**src/rtl/sprite_compositor_pkg.sv**
```systemverilog
// rtl/sprite_compositor_pkg.sv - shared constants, layer names and lowest-layer select function
package sprite_compositor_pkg;

    localparam int COLOR_W    = 12;
    localparam int MAX_LAYERS = 16;

    localparam logic [15:0] TRANSP_KEY_DEFAULT = 16'hFFFF;

    // Named layer slots; layer 0 is both highest priority and the collision anchor
    localparam int LAYER_MARIO  = 0;
    localparam int LAYER_QUEUE  = 1;
    localparam int LAYER_KONG   = 2;
    localparam int LAYER_BARREL = 3;

    typedef struct packed {
        logic       found;
        logic [3:0] idx;
    } layer_sel_t;

    // Lowest set bit of the mask wins; scanning downwards leaves the lowest index last
    function automatic layer_sel_t lowest_layer(input logic [MAX_LAYERS-1:0] mask);
        layer_sel_t sel;
        sel.found = 1'b0;
        sel.idx   = 4'd0;
        for (int k = MAX_LAYERS - 1; k >= 0; k--) begin
            if (mask[k]) begin
                sel.found = 1'b1;
                sel.idx   = 4'(k);
            end
        end
        return sel;
    endfunction

endpackage

```
**src/rtl/sprite_compositor_if.sv**
```systemverilog
// rtl/sprite_compositor_if.sv - pixel stream in, composited colour and collision flags out
interface sprite_compositor_if
    import sprite_compositor_pkg::*;
#(
    parameter int NUM_LAYERS = 4,
    parameter int PIX_W      = 16
) ();

    localparam int IDX_W = $clog2(NUM_LAYERS);

    logic                          pix_valid;
    logic                          frame_start;
    logic [NUM_LAYERS*PIX_W-1:0]   layer_px;
    logic [NUM_LAYERS-1:0]         layer_en;
    logic [COLOR_W-1:0]            bg_color;
    logic [COLOR_W-1:0]            color_out;
    logic                          color_valid;
    logic                          hit_any;
    logic [IDX_W-1:0]              hit_layer;
    logic [NUM_LAYERS-1:0]         collide_frame;

    // Pixel source / colour consumer side
    modport master (
        output pix_valid, frame_start, layer_px, layer_en, bg_color,
        input  color_out, color_valid, hit_any, hit_layer, collide_frame
    );

    // Compositor side
    modport slave (
        input  pix_valid, frame_start, layer_px, layer_en, bg_color,
        output color_out, color_valid, hit_any, hit_layer, collide_frame
    );

endinterface

```
**src/rtl/sprite_priority_enc.sv**
```systemverilog
// rtl/sprite_priority_enc.sv - combinational lowest-index opaque layer encoder
module sprite_priority_enc
    import sprite_compositor_pkg::*;
#(
    parameter int NUM_LAYERS = 4,
    parameter int IDX_W      = $clog2(NUM_LAYERS)
) (
    input  logic [NUM_LAYERS-1:0] opaque_i,
    output logic                  found_o,
    output logic [IDX_W-1:0]      index_o
);

    layer_sel_t sel;

    // Widen the mask to the package function's fixed width; index is 0 when nothing is opaque
    always_comb begin
        sel     = lowest_layer(MAX_LAYERS'(opaque_i));
        found_o = sel.found;
        index_o = IDX_W'(sel.idx);
    end

endmodule

```
**src/rtl/sprite_compositor.sv**
```systemverilog
// rtl/sprite_compositor.sv - two-stage N-layer sprite compositor with per-frame collision flags
module sprite_compositor
    import sprite_compositor_pkg::*;
#(
    parameter int               NUM_LAYERS = 4,
    parameter int               PIX_W      = 16,
    parameter logic [PIX_W-1:0] TRANSP_KEY = PIX_W'(TRANSP_KEY_DEFAULT)
) (
    input  logic                clk,
    input  logic                rst_n,
    sprite_compositor_if.slave  bus
);

    localparam int IDX_W = $clog2(NUM_LAYERS);
    localparam int LOW_W = PIX_W - COLOR_W;

    // Stage 1 registers
    logic                                s1_valid_q;
    logic [NUM_LAYERS-1:0]               s1_opaque_q;
    logic [NUM_LAYERS-1:0][COLOR_W-1:0]  s1_color_q;
    logic [COLOR_W-1:0]                  s1_bg_q;
    logic                                s1_fs_q;

    // Stage 2 registers and next-state
    logic [COLOR_W-1:0]    color_q,     color_d;
    logic                  valid_q,     valid_d;
    logic                  hit_any_q,   hit_any_d;
    logic [IDX_W-1:0]      hit_layer_q, hit_layer_d;
    logic [NUM_LAYERS-1:0] sticky_q,    sticky_d;
    logic [NUM_LAYERS-1:0] collide_q,   collide_d;

    logic [NUM_LAYERS-1:0]               opaque_in;
    logic [NUM_LAYERS-1:0][COLOR_W-1:0]  color_in;
    logic [NUM_LAYERS*LOW_W-1:0]         px_low_unused;
    logic                                low_bits_unused;
    logic [NUM_LAYERS-1:0]               coll_terms;
    logic                                win_found;
    logic [IDX_W-1:0]                    win_idx;

    // Split each incoming layer word into its opaque flag and colour field
    always_comb begin
        opaque_in     = '0;
        color_in      = '0;
        px_low_unused = '0;
        for (int k = 0; k < NUM_LAYERS; k++) begin
            opaque_in[k] = bus.layer_en[k] && (bus.layer_px[k*PIX_W +: PIX_W] != TRANSP_KEY);
            color_in[k]  = bus.layer_px[k*PIX_W + LOW_W +: COLOR_W];
            px_low_unused[k*LOW_W +: LOW_W] = bus.layer_px[k*PIX_W +: LOW_W];
        end
    end

    assign low_bits_unused = ^px_low_unused;

    // Stage 1 capture: valid follows pix_valid, payload only loads on a valid pixel
    always_ff @(posedge clk or negedge rst_n) begin
        if (!rst_n) begin
            s1_valid_q  <= 1'b0;
            s1_opaque_q <= '0;
            s1_color_q  <= '0;
            s1_bg_q     <= '0;
            s1_fs_q     <= 1'b0;
        end else begin
            s1_valid_q <= bus.pix_valid;
            if (bus.pix_valid) begin
                s1_opaque_q <= opaque_in;
                s1_color_q  <= color_in;
                s1_bg_q     <= bus.bg_color;
                s1_fs_q     <= bus.frame_start;
            end
        end
    end

    sprite_priority_enc #(
        .NUM_LAYERS (NUM_LAYERS),
        .IDX_W      (IDX_W)
    ) u_prio (
        .opaque_i (s1_opaque_q),
        .found_o  (win_found),
        .index_o  (win_idx)
    );

    // Stage 2 next-state: colour select, hit flags and frame-bounded collision accumulation
    always_comb begin
        color_d     = color_q;
        valid_d     = 1'b0;
        hit_any_d   = hit_any_q;
        hit_layer_d = hit_layer_q;
        sticky_d    = sticky_q;
        collide_d   = collide_q;

        coll_terms              = s1_opaque_q & {NUM_LAYERS{s1_opaque_q[LAYER_MARIO]}};
        coll_terms[LAYER_MARIO] = 1'b0;

        if (s1_valid_q) begin
            valid_d     = 1'b1;
            hit_any_d   = win_found;
            hit_layer_d = win_idx;
            color_d     = win_found ? s1_color_q[win_idx] : s1_bg_q;
            if (s1_fs_q) begin
                // The frame_start pixel opens the new frame, so it does not feed the closing flags
                collide_d = sticky_q;
                sticky_d  = coll_terms;
            end else begin
                sticky_d  = sticky_q | coll_terms;
            end
        end
    end

    // Stage 2 registers
    always_ff @(posedge clk or negedge rst_n) begin
        if (!rst_n) begin
            color_q     <= '0;
            valid_q     <= 1'b0;
            hit_any_q   <= 1'b0;
            hit_layer_q <= '0;
            sticky_q    <= '0;
            collide_q   <= '0;
        end else begin
            color_q     <= color_d;
            valid_q     <= valid_d;
            hit_any_q   <= hit_any_d;
            hit_layer_q <= hit_layer_d;
            sticky_q    <= sticky_d;
            collide_q   <= collide_d;
        end
    end

    assign bus.color_out     = color_q;
    assign bus.color_valid   = valid_q;
    assign bus.hit_any       = hit_any_q;
    assign bus.hit_layer     = hit_layer_q;
    assign bus.collide_frame = collide_q;

endmodule

```
**src/flat_wrapper.sv**
```systemverilog
// flat-port wrapper written by rule: the top's interface ports become plain ports
module sprite_compositor_flat import sprite_compositor_pkg::*;
#(
    parameter int               NUM_LAYERS = 4,
    parameter int               PIX_W      = 16,
    parameter logic [PIX_W-1:0] TRANSP_KEY = PIX_W'(TRANSP_KEY_DEFAULT)
)
  (clk, rst_n, bus_pix_valid, bus_frame_start, bus_layer_px, bus_layer_en, bus_bg_color, bus_color_out, bus_color_valid, bus_hit_any, bus_hit_layer, bus_collide_frame);
  sprite_compositor_if #(.NUM_LAYERS(NUM_LAYERS), .PIX_W(PIX_W)) bus_i ();
  input  logic clk;
  input  logic rst_n;
  input wire logic [$bits(bus_i.pix_valid)-1:0] bus_pix_valid;
  input wire logic [$bits(bus_i.frame_start)-1:0] bus_frame_start;
  input wire logic [$bits(bus_i.layer_px)-1:0] bus_layer_px;
  input wire logic [$bits(bus_i.layer_en)-1:0] bus_layer_en;
  input wire logic [$bits(bus_i.bg_color)-1:0] bus_bg_color;
  output wire logic [$bits(bus_i.color_out)-1:0] bus_color_out;
  output wire logic [$bits(bus_i.color_valid)-1:0] bus_color_valid;
  output wire logic [$bits(bus_i.hit_any)-1:0] bus_hit_any;
  output wire logic [$bits(bus_i.hit_layer)-1:0] bus_hit_layer;
  output wire logic [$bits(bus_i.collide_frame)-1:0] bus_collide_frame;
  assign bus_i.pix_valid = bus_pix_valid;
  assign bus_i.frame_start = bus_frame_start;
  assign bus_i.layer_px = bus_layer_px;
  assign bus_i.layer_en = bus_layer_en;
  assign bus_i.bg_color = bus_bg_color;
  assign bus_color_out = bus_i.color_out;
  assign bus_color_valid = bus_i.color_valid;
  assign bus_hit_any = bus_i.hit_any;
  assign bus_hit_layer = bus_i.hit_layer;
  assign bus_collide_frame = bus_i.collide_frame;
  sprite_compositor #(.NUM_LAYERS(NUM_LAYERS), .PIX_W(PIX_W), .TRANSP_KEY(TRANSP_KEY)) u_core (.clk(clk), .rst_n(rst_n), .bus(bus_i));
endmodule
```
**config.mk**
```make
export PLATFORM = sky130hd
export DESIGN_NAME = sprite_compositor_flat
export DESIGN_NICKNAME = d
export VERILOG_FILES = /design/src/rtl/sprite_compositor_pkg.sv /design/src/rtl/sprite_compositor_if.sv /design/src/rtl/sprite_priority_enc.sv /design/src/rtl/sprite_compositor.sv /design/src/flat_wrapper.sv
export SDC_FILE = /design/constraint.sdc
export NUM_CORES = 1
export LEC_CHECK = 0
export CAP_MARGIN = 20
export CORE_UTILIZATION = 45
export CTS_BUF_LIST = sky130_fd_sc_hd__clkbuf_16
export CTS_CLUSTER_DIAMETER = 40
export DETAILED_ROUTE_END_ITERATION = 10
export PLACE_DENSITY = 0.75
export SETUP_SLACK_MARGIN = 0.5
export SYNTH_ARGS = -nofsm -noshare
export SYNTH_HDL_FRONTEND = slang
export SYNTH_SLANG_ARGS = --single-unit
```
**constraint.sdc**
```tcl
create_clock -name clk -period 2.3 [get_ports clk]
set_input_delay 0.23 -clock clk [delete_from_list [all_inputs] [get_ports clk]]
set_output_delay 0.23 -clock clk [all_outputs]
set_load 0.02 [all_outputs]
```
==> metrics.txt, run 1 <==
clock skew 6.00 ps; Crit Path Max Fanout 16; Clk pin slew, worst setup/hold paths 60 ps; dpl cell area 4990 µm²; Async SR Flop Fraction 100%; layout cells sized above 1 21.4%; overflow left after global routing 0; Finished Layout Cells 525; Slew @ Worst Pin 591 ps; Cells after DPL 507; CP Class reg -> reg; CP Data Arrival Time 1850 ps; #FFs+latches synth 88; first-pass GRT wire length 14.6 mm; EDFF count, synth 0; initial antenna violation count 0; RePlAce Congestion 0.783; RSZ-0062 raised after global routing no; height of the die 95.3 µm; largest net degree at the start of global routing 71; H-tree levels 3; number of global-route vias before repair 2957; First DRT Iteration DRCs 79; Final WS setup 656 ps; row count 33; core region area 8300 µm²; DRC 0; Wirelength per Cell 17.4 µm; Syn Inst Count 318; sequential cell area 2200 µm²; post-synth top area cell dfrtp_1; Starting Density 47.2%; post-placement setup slack 643 ps; Die ar. 9080 µm²; status finished clean; # setup viols final 0; Most used DFF post-synth dfrtp_1; Finished Cell Area 5310 µm²; final hold viol count 0; iteration count of the initial detailed-routing pass 4; Total GRT Usage 21.6%; largest cells by area after synthesis dfrtp_1 56%, mux2_2 19%, nand2_1 4.0%; fin crit period 1640 ps; Slew Viols, Final 0; normalized max-slew margin 60.6%; register area share after synthesis 56.2%; Max-cap violations 0; Avg Synthesized Cell Area 12.3 µm²; Critical Path End Type register; Final ANT Viol Nets 0; via count 2915; clock root cell clkbuf_16; chip width 95.3 µm; leakage power 2.10 nW; n_diodes 0; fin crit share 71.5%; CP max stage delay 710 ps; later-pin clock latency in the skew report 330 ps; Setup crit start kind register; CP Data Required Time 2510 ps; synth unique cells 23; Multi-input gate area 1560 µm²; CTS Buf Count 9; Peak VDD IR 0.000434 V; area grow syn2layout 35.5%; Fillers 654; top-count cell post-synth dfrtp_1; Ys Warns 0; via/cell ratio 5.55; critical path's slowest cell dfrtp_1; I/O pin cnt 104; Synth top area share 56.2%; Detailed Place HPWL 6.63 mm; crit path cell chain nor4_4 > buf_4 > and2_1 > o32a_1; final wirelength 9.13 mm; clock tree from TritonCTS yes; worst min path class in -> reg; Post-synth top cells 88 x dfrtp_1, 65 x mux2_2, 42 x nand2_1; clk buf depth 2; Power Density 762 nW/µm²; Synthesized Nets 402; CTS Sinks 88; IO buf count 102; nets 499; final setup TNS 0 ps; mapped cell area 3920 µm²; FMAX 0.608 GHz
## state kept, by name, summed over array words and instances (netlist names)
register and count:
u_core.s1_fs_q 1, u_core.bus.hit_any 1, u_core.bus.color_valid 1, u_core.bus.collide_frame 3
u_core.s1_bg_q 12, u_core.s1_color_q 48, u_core.s1_valid_q 1, u_core.s1_opaque_q 4
u_core.bus.color_out 12, u_core.sticky_q 3, u_core.bus.hit_layer 2
## worst paths after layout
path | from | endpoint | slack, ps | cells after the start
hold reg to reg | u_core.sticky_q[1]$_DFFE_PN0P_ | u_core.sticky_q[1]$_DFFE_PN0P_ | 490 | 1
min in group asynchronous | rst_n | u_core.s1_color_q[19]$_DFFE_PN0P_ | 430 | 2
setup / recovery | u_core.s1_opaque_q[3]$_DFFE_PN0P_ | u_core.bus.color_out[9]$_DFFE_PN0P_ | 660 | 4
max in group asynchronous | rst_n | u_core.bus.color_valid$_DFF_PN0_ | 1240 | 3
setup reg to reg | u_core.s1_opaque_q[3]$_DFFE_PN0P_ | u_core.bus.color_out[9]$_DFFE_PN0P_ | 660 | 4
hold / removal | bus_pix_valid | u_core.s1_valid_q$_DFF_PN0_ | 320 | 2
## where the power goes
| part | internal (mW) | switching, mW | leakage (nW) |
|---|---|---|---|
| Clock | 0.838 | 0.585 | 0.131 |
| Sequential | 1.73 | 0.139 | 1.03 |
| Combinational | 0.431 | 0.318 | 0.939 |
## placed cells by master, fill, tap and decap left out
cell               n
a21oi_1           15
a32o_1             3
and2_1            12
buf_12             2
buf_2              1
buf_4              5
bufinv_16          1
clkbuf_16          9
clkdlybuf4s50_1  100
clkinv_1           1
clkinv_4           1
clkinvlp_4         4
conb_1             1
dfrtp_1           88
dlygate4sd3_1      1
inv_1              5
mux2_2            65
nand2_1           42
nand3b_1          12
nand4_1           16
nor2_1             1
nor4_1             4
nor4_4             1
o211ai_1          12
o22ai_1            5
o32a_1            12
or2_2              1
## per-stage QoR
stage / hold WS, ps / util, % / power (mW)
finish: 320 / 63.9 / 4.04
global route: 333 / 63.9 / 4.22
CTS: 327 / 63.8 / 4.07
detailed placement: 259 / 60.1 / 2.64
global placement: 257 / 60.1 / 2.61
floorplan: -65.6 / - / 2.24
## layout make-up
| class | count | area share (%) |
|---|---|---|
| clock inverters | 7 | 1.37 |
| inverters | 5 | 0.354 |
| well taps | 105 | 2.48 |
| repair buffers | 109 | 20.6 |
| clock buffers | 9 | 4.25 |
| flip-flops and latches | 88 | 41.5 |
| multi-input cells | 202 | 29.4 |
## critical path, delay by kind of cell (launching register included)
family	cells	cell delay (ps)
AO/OA/AOI/OAI	1	350
buffers and inverters	1	200
flip-flops	1	710
AND/OR/NAND/NOR	2	260
## cells by family after synthesis
logic type	share of synthesized area (%)
DFF	56.2
muxes	18.7
and+or+nand+nor	12.2
other	0.0958
AOI/OAI and AO/OA	8.85
buffers and inverters	3.90
## timing repair
| item | in CTS | in global routing |
|---|---|---|
| setup endpoints to repair | 0 | 10 |
| setup buffers | 0 | 1 |
| hold buffers | 1 | 0 |
| endpoints found under the hold margin | 43 | 0 |
| resized for setup | 0 | 0 |
## routing by layer
metal	GRT usage (%)	wire, µm	up-vias
li1	-	-	1354
met1	28.6	3960	1459
met2	35.2	4580	84
met3	4.63	421	18
met4	7.07	176	0
met5	0	0	-
Note: power is estimated with default switching activity, not from simulation.
==> run 2: changes to the inputs <==
==> constraint.sdc (replaced) <==
create_clock -name clk -period 1.7 [get_ports clk]
set_input_delay 0.17 -clock clk [delete_from_list [all_inputs] [get_ports clk]]
set_output_delay 0.17 -clock clk [all_outputs]
set_load 0.02 [all_outputs]
==> run 2 against run 1 <==
Compared with the run above: cell area grew 3.8%; first-iteration DRC count grew 39%; power grew 43%; critical path depth is the same; sequential power grew 34%; wire length grew 4.2%; non-clock buffer count grew 12; sequential cell count is the same; critical endpoint is now u_core.bus.color_out[6]$_DFFE_PN0P_; largest power group unchanged.
==> metrics.txt, run 2 (synthesis gave the netlist of run 1 again) <==
status finished clean (unchanged); n_diodes 0 (unchanged); nets 512 (was 499); met3 usage 3.59% (was 4.63%); overflow left after global routing 0 (unchanged); CP Buf/Inv Count 1 (unchanged); CP Data Arrival Time 1600 ps (was 1850 ps); Power Density 1050 nW/µm² (was 762 nW/µm²); IO buf count 102 (unchanged); Fillers 632 (was 654); Clk pin slew, worst setup/hold paths 60 ps (about the same); Seq pwr share 43.2% (was 46.3%); RSZ-0062 raised after global routing yes (was no); r2r worst-path depth 4 (unchanged); H-tree levels 3 (unchanged); fin crit period 1340 ps (was 1640 ps); CP Class reg -> reg (unchanged); Max-cap violations 0 (unchanged); Multi-input gate area 1610 µm² (was 1560 µm²); sw power 1.43 mW (was 1.04 mW); via count 2975 (was 2915); First DRT Iteration DRCs 110 (was 79); leakage power 2.25 nW (was 2.10 nW); number of flip-flops in the largest register 48 (unchanged); Biggest register u_core.s1_color_q (unchanged); via/cell ratio 5.53 (was 5.55); Peak VDD IR 0.000630 V (was 0.000434 V); area grow syn2layout 40.6% (was 35.5%); CP max stage delay 460 ps (was 710 ps); most common cell after layout, fill and taps aside dfrtp_1 (was clkdlybuf4s50_1); CP startpoint u_core.s1_opaque_q[0]$_DFFE_PN0P_ (was u_core.s1_opaque_q[3]$_DFFE_PN0P_); later-pin clock latency in the skew report 340 ps (was 330 ps); number of global-route vias before repair 3004 (was 2957); R2R Path Start u_core.s1_opaque_q[0]$_DFFE_PN0P_ (was u_core.s1_opaque_q[3]$_DFFE_PN0P_); Total GRT Usage 22.7% (was 21.6%); CTS Buf Count 9 (unchanged); combinational group share of total power 18.5% (about the same); Setup crit start kind register (unchanged); CTS Sinks 88 (unchanged); CP Data Required Time 1960 ps (was 2510 ps); DRC 0 (unchanged); final hold viol count 0 (unchanged); clock power share 38.2% (was 35.2%); FMAX 0.747 GHz (was 0.608 GHz); sequential cell area 2210 µm² (was 2200 µm²); Detailed Place HPWL 6.62 mm (was 6.63 mm); Levels on crit path 4 (unchanged); height of the die 95.3 µm (unchanged); iteration count of the initial detailed-routing pass 4 (unchanged); core region area 8300 µm² (unchanged); critical path's slowest cell dfrtp_2 (was dfrtp_1); Die ar. 9080 µm² (unchanged); largest net degree at the start of global routing 50 (was 71); Cells after DPL 513 (was 507); final wirelength 9.52 mm (was 9.13 mm); Crit Path Max Fanout 8 (was 16); Final ANT Viol Nets 0 (unchanged); met2 Usage GRT 37.8% (was 35.2%); Starting Density 47.2% (unchanged); clock skew 6.17 ps (was 6.00 ps); worst min path class in -> async (was in -> reg); # setup viols final 0 (unchanged); CP top delay family flip-flops (unchanged); chip width 95.3 µm (unchanged); Critical Path End Type register (unchanged); fin crit share 78.8% (was 71.5%); layout cells sized above 1 29.3% (was 21.4%); Slew Viols, Final 0 (unchanged); crit path cell chain nor4_4 > buf_4 > and2_4 > o32a_1 (was nor4_4 > buf_4 > and2_1 > o32a_1); Sw Ratio 24.6% (was 25.8%); most frequent cells in the layout 85 x dfrtp_1, 81 x clkdlybuf4s50_1, 65 x mux2_2, 40 x nand2_1, 16 x nand4_1 (was 100 x clkdlybuf4s50_1, 88 x dfrtp_1, 65 x mux2_2, 42 x nand2_1, 16 x nand4_1); I/O pin cnt 104 (unchanged); clock tree from TritonCTS yes (unchanged); final setup TNS 0 ps (unchanged); Most Crowded Layer GR met2 (unchanged); first-pass GRT wire length 15.2 mm (was 14.6 mm); clk buf depth 2 (unchanged); Wirelength per Cell 17.7 µm (was 17.4 µm); P_int 4.36 mW (was 3.00 mW); met1 Usage GRT 30.4% (was 28.6%); Finished Layout Cells 538 (was 525); row count 33 (unchanged); clock root cell clkbuf_16 (unchanged); RePlAce Congestion 0.771 (was 0.783); initial antenna violation count 0 (unchanged)
run 2: cell count changes in the layout (fill, tap and decap cells not counted), moves of 4 or more:
| cell | before | now |
|---|---|---|
| buf_12 | 2 | 6 |
| buf_6 | 0 | 4 |
| clkbuf_2 | 0 | 12 |
| clkdlybuf4s15_1 | 0 | 5 |
| clkdlybuf4s50_1 | 100 | 81 |
| clkinvlp_4 | 4 | 0 |
run 2: worst paths after layout:
check	endpoint	slack (ps)
worst min register to register	u_core.sticky_q[2]$_DFFE_PN0P_	490
worst min-delay path	u_core.s1_color_q[1]$_DFFE_PN0P_	220
min in group clk	u_core.s1_color_q[10]$_DFFE_PN0P_	310
max in group asynchronous	u_core.s1_bg_q[9]$_DFFE_PN0P_	910
worst max register to register	u_core.bus.color_out[6]$_DFFE_PN0P_	360
worst max-delay path	u_core.bus.color_out[6]$_DFFE_PN0P_	360
run 2: what timing repair did:
item,in CTS,in global routing
gates cloned,3,0
resized for setup,50,27
pin swaps,2,6
buffers inserted,4,1
endpoints found under the setup margin,36,36
hold buffers,1,0
endpoints found under the hold margin,14,0
run 2: through the flow:
stage	power, mW	hold WS, ps	setup WS (ps)	utilization [%]	instance area [µm²]
final	5.79	223	361	66.4	5510
after global routing	6.01	255	318	66.4	5510
after CTS	5.81	228	385	66.5	5520
after detailed placement	3.58	44.0	220	60.7	5040
after global placement	3.55	41.9	206	60.7	5040
after floorplan	3.05	-126	461	-	3950
run 2: layout make-up:
type / count / area share [%]
sequential: 88 / 40.1
multi-input combinational: 203 / 29.2
timing repair buffer: 121 / 21.9
clock buffer: 9 / 4.09
tap: 105 / 2.39
clock inverter: 7 / 2.02
inverter: 5 / 0.341
run 2: power groups by stage:
stage | logic (mW) | clock network (mW) | registers [mW]
6_report | 1.07 | 2.21 | 2.50
3_3_place_gp | 1.03 | 0 | 2.52
2_1_floorplan | 0.473 | 0 | 2.58
4_1_cts | 1.08 | 2.23 | 2.50
3_5_place_dp | 1.05 | 0 | 2.53
5_1_grt | 1.16 | 2.32 | 2.53
run 2: per-layer routing:
layer	part of all wire [%]	up-vias
met5	0	-
met4	1.1	0
met3	4.9	8
met2	51	95
met1	43	1494
li1	-	1378
==> run 3: changes to the inputs <==
--- a/config.mk
+++ b/config.mk
@@ -6,11 +6,11 @@
 export NUM_CORES = 1
 export LEC_CHECK = 0
 export CAP_MARGIN = 20
-export CORE_UTILIZATION = 45
+export CORE_UTILIZATION = 44
 export CTS_BUF_LIST = sky130_fd_sc_hd__clkbuf_16
 export CTS_CLUSTER_DIAMETER = 40
 export DETAILED_ROUTE_END_ITERATION = 10
-export PLACE_DENSITY = 0.75
+export PLACE_DENSITY = 0.76
 export SETUP_SLACK_MARGIN = 0.5
 export SYNTH_ARGS = -nofsm -noshare
 export SYNTH_HDL_FRONTEND = slang
==> constraint.sdc (replaced) <==
create_clock -name clk -period 1.2 [get_ports clk]
set_input_delay 0.12 -clock clk [delete_from_list [all_inputs] [get_ports clk]]
set_output_delay 0.12 -clock clk [all_outputs]
set_load 0.02 [all_outputs]
==> run 3 against run 2 <==
Compared with the run above: the flow now finishes with violations (negative setup slack); core utilization increased by 6.5 points; sequential power increased by 45%; power increased by 43%; non-clock buffer count increased by 51; combinational power increased by 100%; register-to-register slack got worse by 550 ps; clock skew increased by 1.4 ps; cell area increased by 15%; via count increased by 14%; largest power group unchanged; highest routed layer unchanged.
==> metrics.txt, run 3 (synthesis gave the netlist of run 1 again) <==
fin crit period 1390 ps (was 1340 ps); Total GRT Usage 25.7% (was 22.7%); clock skew 7.54 ps (was 6.17 ps); Die ar. 9280 µm² (was 9080 µm²); via/cell ratio 5.74 (was 5.53); n_diodes 0 (unchanged); row count 34 (was 33); CP Data Arrival Time 1660 ps (was 1600 ps); CP Data Required Time 1470 ps (was 1960 ps); Wirelength per Cell 21.2 µm (was 17.7 µm); sequential cell area 2210 µm² (about the same); post-placement setup slack -253 ps (was 220 ps); Peak VDD IR 0.000733 V (was 0.000630 V); fin crit share 116% (was 78.8%); overflow left after global routing 0 (unchanged); most common cell after layout, fill and taps aside dfrtp_1 (unchanged); normalized max-slew margin 56.0%; CP Class reg -> reg (unchanged); Critical Path End Type register (unchanged); most frequent cells in the layout 82 x dfrtp_1, 65 x mux2_4, 51 x clkdlybuf4s50_1, 48 x buf_4, 34 x nand2_1 (was 85 x dfrtp_1, 81 x clkdlybuf4s50_1, 65 x mux2_2, 40 x nand2_1, 16 x nand4_1); CTS Sinks 88 (unchanged); largest net degree at the start of global routing 41 (was 50); layout cells sized above 1 43.6% (was 29.3%); area grow syn2layout 61.4% (was 40.6%); CP top delay family flip-flops (unchanged); Setup crit start kind register (unchanged); Fillers 544 (was 632); Max-cap violations 0 (unchanged); initial antenna violation count 0 (unchanged); H-tree levels 3 (unchanged); most frequent cell on the critical path buf_6; CP max stage delay 440 ps (was 460 ps); height of the die 96.3 µm (was 95.3 µm); Starting Density 45.1% (was 47.2%); later-pin clock latency in the skew report 330 ps (was 340 ps); Design Power 8.28 mW (was 5.79 mW); Power Density 1310 nW/µm² (was 1050 nW/µm²); clock tree from TritonCTS yes (unchanged); CTS Buf Count 9 (unchanged); FMAX 0.718 GHz (was 0.747 GHz); nets 563 (was 512); status complete, but fails checks (was finished clean); First DRT Iteration DRCs 184 (was 110); chip width 96.3 µm (was 95.3 µm); IO buf count 102 (unchanged); Biggest register u_core.s1_color_q (unchanged); final hold viol count 0 (unchanged); I/O pin cnt 104 (unchanged); Final WS setup -194 ps (was 361 ps); critical path's slowest cell dfrtp_2 (unchanged); clk buf depth 2 (unchanged); Slew @ Worst Pin 658 ps; leakage power 2.88 nW (was 2.25 nW); clock root cell clkbuf_16 (unchanged); first-pass GRT wire length 17.2 mm (was 15.2 mm); RSZ-0062 raised after global routing yes (unchanged); iteration count of the initial detailed-routing pass 6 (was 4); Multi-input gate area 1940 µm² (was 1610 µm²); CP Buf/Inv Count 3 (was 1); via count 3398 (was 2975); number of flip-flops in the largest register 48 (unchanged); Final ANT Viol Nets 0 (unchanged); Slew Viols, Final 0 (unchanged); final wirelength 12.5 mm (was 9.52 mm); worst min path class in -> reg (was in -> async); Clk pin slew, worst setup/hold paths 60 ps (about the same); DRC 0 (unchanged); crit path cell chain buf_6 > buf_6 > buf_6 > nand3b_1 > a21oi_2 > o32a_1 (was nor4_4 > buf_4 > and2_4 > o32a_1); Detailed Place HPWL 7.44 mm (was 6.62 mm); core region area 8680 µm² (was 8300 µm²); Final Core Density 72.8% (was 66.4%); RePlAce Congestion 0.820 (was 0.771); Crit Path Max Fanout 3 (was 8); number of global-route vias before repair 3480 (was 3004); violated checks negative setup slack; # setup viols final 14 (was 0)
-- run 3: changes by cell type in the layout (fill, tap and decap cells not counted), moves of 12 or more --
cell and change:
dlygate4sd2_1 +29, clkdlybuf4s50_1 -30, clkbuf_2 -12, mux2_2 -65, buf_6 +28, buf_4 +41
mux2_4 +65
-- run 3: area by class of cell --
cell class	instances	area share (%)
clock inverters	7	0.515
well taps	108	2.14
multi-input cells	203	30.8
repair buffers	172	27.5
flip-flops and latches	88	35.0
inverters	5	0.534
clock buffers	9	3.56
-- run 3: metal layers --
| metal | wire [µm] | vias to the layer above | global-route usage (%) |
|---|---|---|---|
| met5 | 0 | - | 0 |
| met4 | 610 | 0 | 15.6 |
| met3 | 608 | 50 | 4.50 |
| met2 | 6420 | 149 | 44.0 |
| met1 | 4890 | 1704 | 30.0 |
| li1 | - | 1495 | - |
-- run 3: final timing paths --
path	startpoint	endpoint	slack [ps]	cells after the start
worst min register to register	u_core.sticky_q[2]$_DFFE_PN0P_	u_core.sticky_q[2]$_DFFE_PN0P_	500	1
worst max register to register	u_core.s1_opaque_q[2]$_DFFE_PN0P_	u_core.bus.color_out[5]$_DFFE_PN0P_	-190	6
worst max-delay path	u_core.s1_opaque_q[2]$_DFFE_PN0P_	u_core.bus.color_out[5]$_DFFE_PN0P_	-190	6
min in group asynchronous	rst_n	u_core.s1_color_q[39]$_DFFE_PN0P_	350	2
max in group asynchronous	rst_n	u_core.bus.collide_frame[2]$_DFFE_PN0P_	120	3
worst min-delay path	bus_pix_valid	u_core.s1_bg_q[2]$_DFFE_PN0P_	90	2
-- run 3: per-stage QoR --
stage / hold WS [ps] / area (µm²) / setup TNS [ps] / instances
final: 89.5 / 6320 / -1890 / 592
after global routing: 88.2 / 6320 / -2270 / 592
after CTS: 90.0 / 6120 / -1100 / 580
after detailed placement: -23.3 / 5540 / -1480 / 547
after global placement: -27.0 / 5540 / -1070 / 547
after floorplan: -176 / 4310 / -324 / 318
-- run 3: what timing repair did --
action / CTS / global route
endpoints found under the setup margin: 106 / 194
endpoints found under the hold margin: 88 / 88
pin swaps: 27 / 11
resized for setup: 187 / 26
setup buffers: 12 / 10
hold buffers: 1 / 1
cloned: 4 / 2
-- run 3: report_power, final --
part	switching, mW	internal, mW	total [mW]
clock	1.10	1.37	2.46
sequential	0.308	3.32	3.63
combinational	0.865	1.32	2.18
